$ cat config.mk
export PLATFORM = sky130hd
export DESIGN_NAME = rf_mp_sb
export DESIGN_NICKNAME = d
export VERILOG_FILES = /design/src/rtl/rf_pkg.sv /design/src/rtl/rf_scoreboard.sv /design/src/rtl/rf_mp_sb.sv
export SDC_FILE = /design/constraint.sdc
export NUM_CORES = 2
export LEC_CHECK = 0
export BUFFER_PORTS_ARGS = -buffer_cell sky130_fd_sc_hd__buf_2
export CORE_MARGIN = 2
export CORE_UTILIZATION = 65
export CTS_BUF_LIST = sky130_fd_sc_hd__clkbuf_8
export CTS_CLUSTER_DIAMETER = 100
export DETAILED_ROUTE_END_ITERATION = 10
export PLACE_DENSITY = 0.83
export SLEW_MARGIN = 10
export SYNTH_ARGS = -nofsm -noshare
export SYNTH_HDL_FRONTEND = slang
export SYNTH_SLANG_ARGS = --single-unit
export TNS_END_PERCENT = 50
$ cat constraint.sdc
create_clock -name CLK -period 6.4 [get_ports CLK]
set_input_delay 1.28 -clock CLK [delete_from_list [all_inputs] [get_ports CLK]]
set_output_delay 1.28 -clock CLK [all_outputs]
set_load 0.1 [all_outputs]
$ cat src/rtl/rf_pkg.sv
// rf_pkg: shared defaults and bit-vector helpers for the multi-port register file.
package rf_pkg;
  localparam int DATA_W_DEF = 32;
  localparam int NUM_REGS_DEF = 32;
  localparam int NUM_RD_DEF = 2;
  localparam int MAX_REGS = 256;
  typedef logic [MAX_REGS-1:0] vec_t;
  function automatic vec_t onehot(input int addr);
    onehot = vec_t'(1) << addr;
  endfunction
  function automatic logic [8:0] popcount(input vec_t v);
    popcount = '0;
    for (int i = 0; i < MAX_REGS; i++) popcount = popcount + {8'b0, v[i]};
  endfunction
endpackage

$ cat src/rtl/rf_scoreboard.sv
// rf_scoreboard: per-register pending-write tracking with busy lookup per read port.
module rf_scoreboard
  import rf_pkg::*;
#(
  parameter int NUM_REGS = NUM_REGS_DEF,
  parameter int NUM_RD = NUM_RD_DEF,
  localparam int ADDR_W = $clog2(NUM_REGS),
  localparam int CNT_W = $clog2(NUM_REGS + 1)
) (
  input  logic                     CLK,
  input  logic                     RST_N,
  input  logic [NUM_RD*ADDR_W-1:0] RD_ADR,
  output logic [NUM_RD-1:0]        RD_BUSY,
  input  logic                     WR_EN,
  input  logic [ADDR_W-1:0]        WR_ADR,
  input  logic                     ISSUE_EN,
  input  logic [ADDR_W-1:0]        ISSUE_ADR,
  input  logic                     FLUSH,
  output logic [CNT_W-1:0]         PEND_CNT
);
  logic [NUM_REGS-1:0] pend, pend_next, clr, set;
  vec_t clr_w, set_w;
  always_comb begin
    clr_w = onehot(int'(WR_ADR));
    set_w = onehot(int'(ISSUE_ADR));
    clr = (WR_EN && WR_ADR != '0) ? clr_w[NUM_REGS-1:0] : '0;
    set = (ISSUE_EN && ISSUE_ADR != '0 && !FLUSH) ? set_w[NUM_REGS-1:0] : '0;
    // set is applied after clr so a newly issued producer outranks a same-cycle writeback
    pend_next = FLUSH ? '0 : (pend & ~clr) | set;
  end
  always_ff @(posedge CLK or negedge RST_N)
    if (!RST_N) begin
      pend <= '0;
      PEND_CNT <= '0;
    end else begin
      pend <= pend_next;
      PEND_CNT <= CNT_W'(popcount(vec_t'(pend_next)));
    end
  for (genvar g = 0; g < NUM_RD; g++) begin : g_busy
    logic [ADDR_W-1:0] a;
    assign a = RD_ADR[g*ADDR_W +: ADDR_W];
    assign RD_BUSY[g] = pend[a] & ~clr[a];
  end
endmodule

$ cat src/rtl/rf_mp_sb.sv
// rf_mp_sb: multi-read-port register file with write bypass and pending-write scoreboard.
module rf_mp_sb
  import rf_pkg::*;
#(
  parameter int DATA_W = DATA_W_DEF,
  parameter int NUM_REGS = NUM_REGS_DEF,
  parameter int NUM_RD = NUM_RD_DEF,
  localparam int ADDR_W = $clog2(NUM_REGS),
  localparam int CNT_W = $clog2(NUM_REGS + 1)
) (
  input  logic                     CLK,
  input  logic                     RST_N,
  input  logic [NUM_RD*ADDR_W-1:0] RD_ADR,
  output logic [NUM_RD*DATA_W-1:0] RD_DATA,
  output logic [NUM_RD-1:0]        RD_BUSY,
  input  logic                     WR_EN,
  input  logic [ADDR_W-1:0]        WR_ADR,
  input  logic [DATA_W-1:0]        WR_DATA,
  input  logic                     ISSUE_EN,
  input  logic [ADDR_W-1:0]        ISSUE_ADR,
  input  logic                     FLUSH,
  output logic [CNT_W-1:0]         PEND_CNT
);
  logic [DATA_W-1:0] regs [NUM_REGS];
  logic byp_en;
  assign byp_en = WR_EN & RST_N;
  always_ff @(posedge CLK or negedge RST_N)
    if (!RST_N) begin
      for (int i = 0; i < NUM_REGS; i++) regs[i] <= '0;
    end else if (WR_EN && WR_ADR != '0) begin
      regs[WR_ADR] <= WR_DATA;
    end
  // bypass is gated by reset so every port reads zero while reset is held
  for (genvar g = 0; g < NUM_RD; g++) begin : g_rd
    logic [ADDR_W-1:0] a;
    assign a = RD_ADR[g*ADDR_W +: ADDR_W];
    assign RD_DATA[g*DATA_W +: DATA_W] = (a == '0) ? '0 : (byp_en && WR_ADR == a) ? WR_DATA : regs[a];
  end
  rf_scoreboard #(.NUM_REGS(NUM_REGS), .NUM_RD(NUM_RD)) u_sb (
    .CLK(CLK),
    .RST_N(RST_N),
    .RD_ADR(RD_ADR),
    .RD_BUSY(RD_BUSY),
    .WR_EN(WR_EN),
    .WR_ADR(WR_ADR),
    .ISSUE_EN(ISSUE_EN),
    .ISSUE_ADR(ISSUE_ADR),
    .FLUSH(FLUSH),
    .PEND_CNT(PEND_CNT)
  );
endmodule

==> reports/summary.txt <==
status: finished, final reports clean
Top FF cell, synth: dfrtp_1
DRC viols: 0
most common cell in the netlist: dfrtp_1
commonest cells in the netlist: 1062 x dfrtp_1, 1024 x mux2_2, 468 x mux4_2, 225 x clkbuf_1, 195 x mux2i_1
Sw Share: 0.3092
num rows: 110
Seq pwr share: 0.456
1st-pass router iterations: 6
largest cells by area after synthesis: dfrtp_1 45%, mux2_2 20%, mux4_2 18%
syn_nets: 4238
post-layout minimum cycle time: 5.971 ns
initial antenna violation count: 18
fmax: 0.1675 GHz
GP Congestion: 0.9269
Via Count: 41450
slowest stage delay, CP: 0.58 ns
CTS Hold Bufs: 0
Post-synth EDFFs: 0
Worst Setup End Kind: flip-flop
IO Port Bufs: 128
die height: 305.1 um
Clock Sinks: 1062
RSZ-0062 raised after global routing: false
Tot GR Track Use: 0.4146
Cell Area, Synth: 58940 um2
R2R cell count: 16
worst-skew pair later-pin latency: 0.86 ns
Syn. warnings: 0
Tcrit/Tclk final: 0.9329
CTS Buffer Depth: 3
DRT antenna net count: 0
initial detailed-routing violation count: 5425
crit-path leading delay family: adder cells
Pins Over Slew Limit: 0
Clock power frac: 0.294
multi-input logic area: 30040 um2
Levels on crit path: 19
Inst Count DP: 5173
Post-CTS Setup Bufs: 0
Pint: 13500 uW
final-stage net count: 4260
pin count of the biggest net entering global routing: 176
switching power: 6044 uW
DPL Wire Length: 108900 um
Arr. time, crit path: 6.68 ns
critical path buffer and inverter count: 4
share of layout cells above drive strength 1: 0.4879
Core Area: 89870 um2
Final WS setup: 0.4294 ns
register area: 26580 um2
Yosys cell types: 72
Hold/Removal Path Class: input port to asynchronous set/reset pin
fillcell total: 5786
Max-cap violations: 0
first-pass GRT wire length: 280400 um
reg2reg end: u_sb.PEND_CNT[4]
drt wl/cell: 34.81 um
CP max-delay cell: or4_2
Fin Clk Skew: 0.03311 ns
CP cell instances: buf_2 > nand3b_1 > or4_2 > nand2_1 > a21o_1 > fa_1 > fa_1 > inv_1 > fa_1 > inv_1 > fa_1 > fa_1 > fa_1 > fa_2 > fa_2 > inv_1 > a21o_1 > a21oi_1 > xnor2_1
final hold vios: 0
sequential share of the synthesized area: 0.4509
die width: 305.1 um
Slew HR: 0.1521
Initial Utilization: 0.6558
Post-synth ARST share: 1.000
dominant cell type by area after synthesis: dfrtp_1
final setup violation count: 0
Worst Path Required: 7.11 ns
post-route setup TNS: 0 ns
Syn-to-layout area delta: 9.498%
critical path type: input port to flip-flop
startpoint type of the worst setup path: input port
DR vias/cell: 7.573
RR Startpoint: u_sb.pend[1]
Post-Synthesis Cells: 4149
Layout Cells excl Fill: 5474
average size of a mapped cell: 14.20 um2
root buffer cell: clkbuf_8
Post-Route WL: 190500 um
H-tree depth: 4
die footprint: 93100 um2
I/O Pins: 129
Gate power share: 0.250
Clock Pin Slew Worst Setup and Hold Paths: 0.06 ns
CTS Buf Count: 171
#FFs+latches synth: 1062
Worst Tran Pin Value: 1.272 ns
Lkg Pwr: 0.02862 uW
most used cell along the critical path: fa_1
CTS tree: yes
Worst Hold Slack: 0.3126 ns
Critical Path Fanout Max: 6
VDD IR-drop max: 0.2134 mV
total grt overflow: 0
top cell type's share of synthesized area: 0.4509
vias in the first global route: 42780
power density over cell area: 302.8 nW/um2
post-CTS sizing: 0
pre-CTS WS: -0.3653 ns
flop-to-flop setup slack: 1.27 ns
-- placed cells by master, fill, tap and decap left out, types with 72 or more instances in the layout --
cell / Yosys / final
dfrtp_1: 1062 / 1062
mux2_2: 1024 / 1024
mux4_2: 468 / 468
clkbuf_8: 0 / 215
mux2i_1: 195 / 195
buf_4: 22 / 168
nand2_1: 140 / 128
inv_1: 52 / 113
buf_2: 141 / 74
o21ai_0: 72 / 72
-- final cells by class --
class / instances / share of cell area
antenna: 8 / 0.0003102
clock buffer: 215 / 0.04585
clock inverter: 77 / 0.005138
inverter: 54 / 0.003218
multi-input combinational: 2574 / 0.4655
sequential: 1062 / 0.4118
tap: 1176 / 0.02280
timing repair buffer: 308 / 0.04537
-- worst reg2reg max path, stage by stage, from the launching register on --
cell and delay, ns:
dfrtp_1 0.44, a32oi_1 0.19, nor2_1 0.08, ha_1 0.30
inv_1 0.05, fa_1 0.49, fa_1 0.44, fa_1 0.51
fa_1 0.43, fa_1 0.51, fa_1 0.43, fa_2 0.38
fa_2 0.41, inv_1 0.06, a21o_1 0.10, a21oi_1 0.07
xnor2_1 0.13
-- power groups by stage --
stage                     Sequential [uW]  Combinational (uW)  Clock, uW
final                                8900                4880       5750
after global routing                 9020                5130       6070
after CTS                            8840                4850       5760
after detailed placement             8940                4820          0
after global placement               8820                4690          0
after floorplan                      8640                3660          0
-- per-layer routing --
metal / vias to the layer above / part of all wire / track usage
met3: 906 / 0.14 / 0.1598
met2: 3212 / 0.43 / 0.5952
li1: 15940 / - / -
met4: 22 / 0.071 / 0.2509
met1: 21370 / 0.35 / 0.5376
met5: - / 0.00071 / 0
-- state kept, by name, indices dropped and copies added (netlist names) --
signal and cells:
regs 1024, u_sb.PEND_CNT 6, u_sb.pend 32
-- cells by family after synthesis --
group | after synthesis | share of synthesized area
AO/OA/AOI/OAI | 435 | 0.05165
XOR/XNOR | 14 | 0.002081
adder cells (fa/ha/maj) | 32 | 0.009851
buffers and inverters | 513 | 0.04320
flip-flops | 1062 | 0.4509
multiplexers | 1688 | 0.4081
AND/OR/NAND/NOR | 405 | 0.03424
-- metrics by stage --
| step | total power [uW] | instance area (um2) | utilization |
|---|---|---|---|
| global placement | 13500 | 61200 | 0.6810 |
| global route | 20220 | 64520 | 0.7179 |
| CTS | 19450 | 64490 | 0.7176 |
| floorplan | 12310 | 58970 | - |
| detailed placement | 13770 | 61200 | 0.6810 |
| finish | 19540 | 64530 | 0.7181 |
-- worst max path at each step --
stage	from	endpoint	slack, ns
2_1_floorplan	WR_ADR[2]	u_sb.PEND_CNT[4]	-0.21
3_3_place_gp	WR_ADR[0]	u_sb.PEND_CNT[4]	-0.33
3_5_place_dp	WR_ADR[0]	u_sb.PEND_CNT[4]	-0.37
4_1_cts	WR_ADR[0]	u_sb.PEND_CNT[4]	0.50
5_1_grt	WR_ADR[4]	u_sb.PEND_CNT[4]	0.29
6_report	WR_ADR[4]	u_sb.PEND_CNT[4]	0.43
Power figures use the tool's default switching activity.
